===== src/rtl/dff_pin_exerciser.sv =====
// Stimulus/check engine for a gate-level D flip-flop: drives d/ck/pr_n/clr_n pins
// through a fixed vector run and scores q/nq against a reference bit.
`timescale 1ns/1ps
module dff_pin_exerciser #(
  parameter int         NUM_VECTORS   = 16,
  parameter int         SETTLE_CYCLES = 2,
  parameter logic [7:0] LFSR_SEED     = 8'hA5
) (
  input  logic       ck,
  input  logic       rst,
  input  logic       start,
  output logic       dut_d,
  output logic       dut_ck,
  output logic       dut_pr_n,
  output logic       dut_clr_n,
  input  logic       dut_q,
  input  logic       dut_nq,
  output logic       busy,
  output logic       done,
  output logic       fail,
  output logic [7:0] err_cnt,
  output logic [7:0] first_fail_idx
);

  localparam int         CW   = (SETTLE_CYCLES > 1) ? $clog2(SETTLE_CYCLES) : 1;
  localparam logic [CW-1:0] PHASE_LAST = CW'(SETTLE_CYCLES - 1);
  localparam logic [7:0] LAST = 8'(NUM_VECTORS - 1);

  typedef enum logic [2:0] {
    S_IDLE, S_APPLY, S_EDGE, S_RELEASE, S_CHECK, S_DONE
  } state_t;

  state_t        state_q, state_d;
  logic [CW-1:0] cnt_q, cnt_d;
  logic [7:0]    idx_q, idx_d;
  logic [7:0]    lfsr_q, lfsr_d;
  logic          d_q, d_d, ck_q, ck_d, prn_q, prn_d, clrn_q, clrn_d;
  logic          exp_q, exp_d;
  logic          fail_q, fail_d;
  logic [7:0]    err_q, err_d;
  logic [7:0]    ffi_q, ffi_d;
  logic          load_vec, phase_end, mismatch;
  logic [3:0]    vec;

  // Vector packed as {d, pr_n, clr_n, expected}; pr_n and clr_n are never both low.
  function automatic logic [3:0] vector_of(input logic [7:0] idx, input logic [7:0] l);
    logic [3:0] v;
    if (idx == 8'd0)      v = 4'b1_1_0_0;
    else if (idx == 8'd1) v = 4'b0_0_1_1;
    else if (idx == 8'd2) v = 4'b0_1_1_0;
    else if (idx == 8'd3) v = 4'b1_1_1_1;
    else if (l[3:1] == 3'b000) v = {l[0], 1'b1, 1'b0, 1'b0};
    else if (l[3:1] == 3'b111) v = {l[0], 1'b0, 1'b1, 1'b1};
    else                       v = {l[0], 1'b1, 1'b1, l[0]};
    return v;
  endfunction

  function automatic logic [7:0] lfsr_step(input logic [7:0] l);
    return {l[6:0], l[7] ^ l[5] ^ l[4] ^ l[3]};
  endfunction

  assign phase_end = (cnt_q == PHASE_LAST);
  // Four-state compare so an X or Z on either DUT output scores as a failure.
  assign mismatch  = !((dut_q === exp_q) && (dut_nq === !exp_q));

  always_comb begin
    state_d  = state_q;
    cnt_d    = '0;
    idx_d    = idx_q;
    lfsr_d   = lfsr_q;
    d_d      = d_q;
    ck_d     = ck_q;
    prn_d    = prn_q;
    clrn_d   = clrn_q;
    exp_d    = exp_q;
    fail_d   = fail_q;
    err_d    = err_q;
    ffi_d    = ffi_q;
    load_vec = 1'b0;
    vec      = '0;

    case (state_q)
      S_IDLE, S_DONE: begin
        if (start) begin
          state_d  = S_APPLY;
          idx_d    = '0;
          lfsr_d   = LFSR_SEED;
          fail_d   = 1'b0;
          err_d    = '0;
          ffi_d    = '0;
          load_vec = 1'b1;
        end
      end
      S_APPLY: begin
        cnt_d = cnt_q + CW'(1);
        if (phase_end) begin
          state_d = S_EDGE;
          cnt_d   = '0;
          ck_d    = 1'b1;
        end
      end
      S_EDGE: begin
        cnt_d = cnt_q + CW'(1);
        if (phase_end) begin
          state_d = S_RELEASE;
          cnt_d   = '0;
          ck_d    = 1'b0;
        end
      end
      S_RELEASE: begin
        cnt_d = cnt_q + CW'(1);
        if (phase_end) begin
          state_d = S_CHECK;
          cnt_d   = '0;
        end
      end
      S_CHECK: begin
        if (mismatch) begin
          fail_d = 1'b1;
          if (err_q != 8'hFF) err_d = err_q + 8'd1;
          if (!fail_q) ffi_d = idx_q;
        end
        if (idx_q == LAST) begin
          state_d = S_DONE;
        end else begin
          state_d  = S_APPLY;
          idx_d    = idx_q + 8'd1;
          if (idx_q >= 8'd4) lfsr_d = lfsr_step(lfsr_q);
          load_vec = 1'b1;
        end
      end
      default: state_d = S_IDLE;
    endcase

    // Pins are loaded from the upcoming vector so they are stable for the whole APPLY phase.
    if (load_vec) begin
      vec    = vector_of(idx_d, lfsr_d);
      d_d    = vec[3];
      prn_d  = vec[2];
      clrn_d = vec[1];
      exp_d  = vec[0];
      ck_d   = 1'b0;
    end
  end

  always_ff @(posedge ck) begin
    if (rst) begin
      state_q <= S_IDLE;
      cnt_q   <= '0;
      idx_q   <= '0;
      lfsr_q  <= LFSR_SEED;
      d_q     <= 1'b0;
      ck_q    <= 1'b0;
      prn_q   <= 1'b1;
      clrn_q  <= 1'b1;
      exp_q   <= 1'b0;
      fail_q  <= 1'b0;
      err_q   <= '0;
      ffi_q   <= '0;
    end else begin
      state_q <= state_d;
      cnt_q   <= cnt_d;
      idx_q   <= idx_d;
      lfsr_q  <= lfsr_d;
      d_q     <= d_d;
      ck_q    <= ck_d;
      prn_q   <= prn_d;
      clrn_q  <= clrn_d;
      exp_q   <= exp_d;
      fail_q  <= fail_d;
      err_q   <= err_d;
      ffi_q   <= ffi_d;
    end
  end

  assign dut_d          = d_q;
  assign dut_ck         = ck_q;
  assign dut_pr_n       = prn_q;
  assign dut_clr_n      = clrn_q;
  assign busy           = (state_q == S_APPLY) || (state_q == S_EDGE) ||
                          (state_q == S_RELEASE) || (state_q == S_CHECK);
  assign done           = (state_q == S_DONE);
  assign fail           = fail_q;
  assign err_cnt        = err_q;
  assign first_fail_idx = ffi_q;

endmodule


===== config.mk =====
export PLATFORM = sky130hd
export DESIGN_NAME = dff_pin_exerciser
export DESIGN_NICKNAME = d
export VERILOG_FILES = /design/src/rtl/dff_pin_exerciser.sv
export SDC_FILE = /design/constraint.sdc
export NUM_CORES = 1
export LEC_CHECK = 0
export CAP_MARGIN = 20
export CORE_ASPECT_RATIO = 1.5
export CORE_MARGIN = 4
export CORE_UTILIZATION = 33
export DETAILED_ROUTE_END_ITERATION = 16
export PLACE_DENSITY = 0.56
export SLEW_MARGIN = 20
export SYNTH_ARGS = -nofsm -noshare
export SYNTH_HDL_FRONTEND = slang
export SYNTH_SLANG_ARGS = --single-unit

===== constraint.sdc =====
create_clock -name ck -period 2.2 [get_ports ck]
set_clock_uncertainty 0.05 [all_clocks]
set_input_delay 0.44 -clock ck [delete_from_list [all_inputs] [get_ports ck]]
set_output_delay 0.44 -clock ck [all_outputs]
set_load 0.01 [all_outputs]

* Word-level counts from Yosys, hierarchy flattened
Cells that the tools add are included.
Storage, ports and cells: bits in registers 42
Cells by class: add/subtract/negate cells 3, magnitude comparators 1, equality and inequality tests 22, multiplexer cells 35, bitwise operators 4, reductions and logical operators 20
Operators with widths (number):
- $mux W8 | 10
- $pmux W8 S2 | 4
- $mux W3 | 7
- $ne A2 B2 Y1 const B | 9
- $add A8 B1 Y8 const B | 2
- $eq A8 B2 Y1 const B | 2
- $mux W4 | 4
- $reduce_and A4 Y1 | 4
- $pmux W3 S5 | 1
- $eq A3 B3 Y1 const B | 3
- $eq A8 B1 Y1 const B | 1
- $eq A8 B4 Y1 const B | 1
- $ge A8 B3 Y1 const B | 1
- $logic_not A8 Y1 | 1
- $ne A8 B8 Y1 const B | 1
- $eq A3 B2 Y1 const B | 2
- $logic_not A3 Y1 | 2
- $mux W1 | 6
- $pmux W1 S2 | 3
- $reduce_and A3 Y1 | 2
- $reduce_or A3 Y1 | 2
- $reduce_bool A2 Y1 | 2
- $reduce_or A2 Y1 | 2
- $eq A3 B1 Y1 const B | 1
- other kinds (7) | 12

* Longest topological paths before layout
depth after elaboration 13, mapped depth 8, gate-level depth less buffers 7

* Least setup slack after synthesis
Ideal clock, no wire load.
path kind register to register, start register idx_q[0], end register clrn_q (netlist: dut_clr_n), library setup time 95 ps, arrival 2117 ps, data required time 2055 ps, setup slack -63 ps, cell stages (with the launch flop) 8, cell sequence dfxtp_1 > ha_1 > nand3_2 > and3_2 > a211oi_1 > nand4_1 > or4_1 > o311ai_1
Between the ends: longest elaborated chain between the ends 10, elaborated cells between the ends (all ways) 21
RTL lines:
- from (decl) | line 35 | logic [7:0] idx_q, idx_d;
- from (signal assigned) | line 163 | idx_q <= idx_d;
- $ge A8 B3 Y1 | line 128 | if (idx_q >= 8'd4) lfsr_d = lfsr_step(lfsr_q);
- $mux W8 | line 128
- $mux W8 | line 123 | if (idx_q == LAST) begin
- $pmux W8 S2 | line 82 | case (state_q)
- $logic_not A3 Y1 | line 52 | else if (l[3:1] == 3'b000) v = {l[0], 1'b1, 1'b0, 1'b0};
- $mux W3 | line 52
- $mux W4 | line 51 | else if (idx == 8'd3) v = 4'b1_1_1_1;
- $mux W4 | line 50 | else if (idx == 8'd2) v = 4'b0_1_1_0;
- $mux W4 | line 49 | else if (idx == 8'd1) v = 4'b0_0_1_1;
- $mux W4 | line 48 | if (idx == 8'd0) v = 4'b1_1_0_0;
- to (signal assigned) | line 168 | clrn_q <= clrn_d;
- to (decl) | line 37 | logic d_q, d_d, ck_q, ck_d, prn_q, prn_d, clrn_q, clrn_d;
Several ways; a longest one is shown, not always the timed one. The select of a mux whose other input is x is not followed. A chain may end at the register's enable or synchronous reset.

* Worst setup path after layout
start register idx_q[2], end register clrn_q (netlist: dut_clr_n)
The elaborated chain is that of the path after synthesis.

==> results.yml <==
worst_setup_path:
  cp-start-kind: "flop"
  r2r_end: "dut_clr_n$_SDFFE_PP1P_"
  setup.worst_path.start: "idx_q[2]$_SDFF_PP0_"
  r2r_setup_slack_ps: 40
  worstRegToRegCells: 6
  end_kind: "flop"
  r2r-start: "idx_q[2]$_SDFF_PP0_"
  crit_required_ps: 2360
  worstSetupPathType: "reg2reg"
  cp-endpoint: "dut_clr_n$_SDFFE_PP1P_"
  critical_path_arrival_ps: 2320
  critPathMaxFanout: 7
yosys:
  synthCells: 275
  yosysUniqueCellTypes: 57
  synth-edff-count: 0
  yosysWarnings: 0
  avgSynthCellArea_um2: 7.95
  synth_flop_cell: "dfxtp_1"
  synth_nets: 283
  yosys_register_bits: 42
  synth_seq_area_share: 0.385
  synthArstFlopShare: 0
  synth.cell_area_um2: 2190
finish:
  finalInstanceArea_um2: 3130
  area_delta_synth_final_pct: 43.1
  fin_nets: 360
  diodes: 0
  drive_gt1_frac: 0.269
clocking:
  htreeDepth: 2
  clk_pin_slew_ps: 90
  cts_tree: "built"
  cts_buffers: 5
  clock_sinks: 42
  clk_latency_ps: 290
  cts_buffer_depth: 2
  root_buffer: "clkbuf_8"
global_routing:
  grt_use_total: 0.166
  grt_pass1_wl_um: 10500
  grt_util_met1: 0.196
  grt_max_degree: 15
  busiest_layer: "met2"
  grt_remaining_overflow: 0
  met2_usage: 0.288
  grt_pass1_vias: 2249
  use_met3: 0.0262
  grt_antenna_before_repair: 0
sta:
  min_period_over_period: 0.984
  rsz0062_at_grt: "true"
  maxSlewHeadroom: 0.721
  setup_viol: 0
  max_clock_freq_mhz: 462
  min_period_ps: 2160
  finalHoldViolations: 0
  drv_slew: 0
  setup-tns-final_ps: 0
  max_slew.worst_pin.slew_ps: 417
route:
  wl_per_cell_um: 14.9
  drt-total-wl_um: 6400
  drtAntennaViolNets: 0
  vias: 2230
  drc_errors: 0
  viasPerCell: 5.20
  first_pass_iters: 4
  drtIter0Drc: 143
run_status:
  outcome: "finished, final reports clean"
place:
  io_buffers: 27
  dpl_cell_area_um2: 2880
  hpwl_um: 4800
  gp_congestion: 0.924
floorplan:
  ioPinCount: 28
  die_h_um: 108
  start_util: 0.337
  die_w_um: 74.5
  core-area_um2: 6490
  rows: 36
  dieArea_um2: 8020
power:
  power.density_nw_per_um2: 509
  p_leak_nw: 1.25
  ir_drop_uv: 342
min_path:
  hold_class: "reg2reg"
run:
  maxCapViolCount: 0
-- Yosys cell counts, types with 2 or more instances --
cell	instances	area, µm²
a211o_1	3	26.3
clkbuf_1	6	22.5
or4_1	2	15.0
buf_1	3	11.3
inv_1	4	15.0
xnor2_1	5	43.8
buf_4	2	15.0
ha_1	3	37.5
mux2i_1	3	30.0
a21oi_1	23	115
dfxtp_1	42	841
nand2_1	24	90.1
a32oi_1	2	17.5
buf_2	4	20.0
xor2_1	8	70.1
o22ai_1	4	25.0
nor2_1	41	154
nand2b_1	5	31.3
o21ai_0	8	40.0
and3_1	6	37.5
nor4_1	5	31.3
o21bai_1	2	15.0
nor3_1	8	40.0
o21ai_1	2	10.0
or2_2	3	18.8
nand3_1	17	85.1
a21o_1	4	30.0
nand4_1	6	37.5
a211oi_1	2	15.0
-- cells in the final DEF, fill, tap and decap left out, types with 2 or more instances in the layout --
cell / count
a211o_1: 3
a211oi_2: 2
a21o_1: 4
a21oi_1: 22
a32oi_1: 2
and3_1: 6
buf_4: 58
clkbuf_8: 5
clkdlybuf4s50_1: 24
dfxtp_1: 41
dlygate4sd2_1: 2
ha_1: 2
inv_1: 4
mux2i_1: 3
nand2_1: 23
nand2b_1: 5
nand3_1: 17
nand4_1: 6
nor2_1: 41
nor3_1: 7
nor4_1: 2
nor4_2: 2
o21ai_0: 6
o21ai_1: 4
o22ai_1: 4
or2_2: 3
or4_4: 2
xnor2_1: 5
xor2_1: 8
-- worst max-delay path: stages, from the launching register on --
cell and delay (ps):
dfxtp_1 480, nand3_1 200, or2_2 340, a21o_1 200
a21o_1 220, or4_4 490, o311ai_2 90
-- power by group --
| part | leakage [nW] | switching, mW | internal [mW] |
|---|---|---|---|
| Sequential | 0.340 | 0.00917 | 0.772 |
| Clock | 0.0514 | 0.277 | 0.339 |
| Combinational | 0.857 | 0.101 | 0.0947 |
-- how the worst min path moves through the flow --
stage                                        start                              to  slack [ps]  depth (start not counted)
finish              first_fail_idx[5]$_SDFFE_PP0P_  first_fail_idx[5]$_SDFFE_PP0P_         400                          2
floorplan                   lfsr_q[6]$_SDFFE_PP0P_          lfsr_q[6]$_SDFFE_PP0P_         400                          2
global placement    first_fail_idx[6]$_SDFFE_PP0P_  first_fail_idx[6]$_SDFFE_PP0P_         390                          2
detailed placement  first_fail_idx[5]$_SDFFE_PP0P_  first_fail_idx[5]$_SDFFE_PP0P_         400                          2
global route        first_fail_idx[5]$_SDFFE_PP0P_  first_fail_idx[5]$_SDFFE_PP0P_         430                          2
CTS                 first_fail_idx[5]$_SDFFE_PP0P_  first_fail_idx[5]$_SDFFE_PP0P_         410                          2
-- layout make-up --
cell class	count	area (µm²)
Clock buffer	6	72.6
Clock inverter	2	37.5
Fill cell	661	3360
Inverter	4	15.0
Multi-Input combinational cell	213	1350
Sequential cell	42	842
Tap cell	76	95.1
Timing Repair Buffer	86	717
-- through the flow --
| stage | setup slack [ps] | std cells | total power [mW] | hold WS (ps) | utilization |
|---|---|---|---|---|---|
| 3_5_place_dp | -340 | 414 | 0.981 | 398 | 0.443 |
| 5_1_grt | -23.7 | 429 | 1.66 | 432 | 0.482 |
| 3_3_place_gp | -302 | 414 | 0.980 | 391 | 0.443 |
| 6_report | 35.2 | 429 | 1.59 | 404 | 0.482 |
| 2_1_floorplan | 1.40 | 275 | 0.895 | 404 | - |
| 4_1_cts | 2.60 | 425 | 1.60 | 408 | 0.469 |
-- flip-flops by register name (all words and copies together), names as in the netlist --
name / count
cnt_q: 1
dut_ck: 1
dut_clr_n: 1
dut_d: 1
dut_pr_n: 1
err_cnt: 8
exp_q: 1
fail: 1
first_fail_idx: 8
idx_q: 8
lfsr_q: 8
state_q: 3
-- metal layers --
metal / vias to the layer above / share of wire
met5: - / 0
met2: 42 / 0.50
li1: 1140 / -
met1: 1031 / 0.43
met3: 17 / 0.033
met4: 0 / 0.036
-- cell families (layout without fill, tap and decap cells) --
group           count (synthesis)  after routing  synth area share
xor+xnor                       13             13            0.0521
fa+ha+maj                       3              3            0.0172
flops                          42             42             0.385
compound gates                 68             68             0.208
mux                             3              3            0.0137
simple gates                  126            126             0.281
buf+inv                        20             98            0.0435
-- timing repair --
item                                    in CTS  in global routing
gates resized for setup                      9                 14
endpoints found under the setup margin       3                  6
hold buffers                                 0                  0
hold endpoints to repair                     0                  0
pin swaps                                    6                  3
buffers inserted                             3                  4
Power figures use the tool's default switching activity.
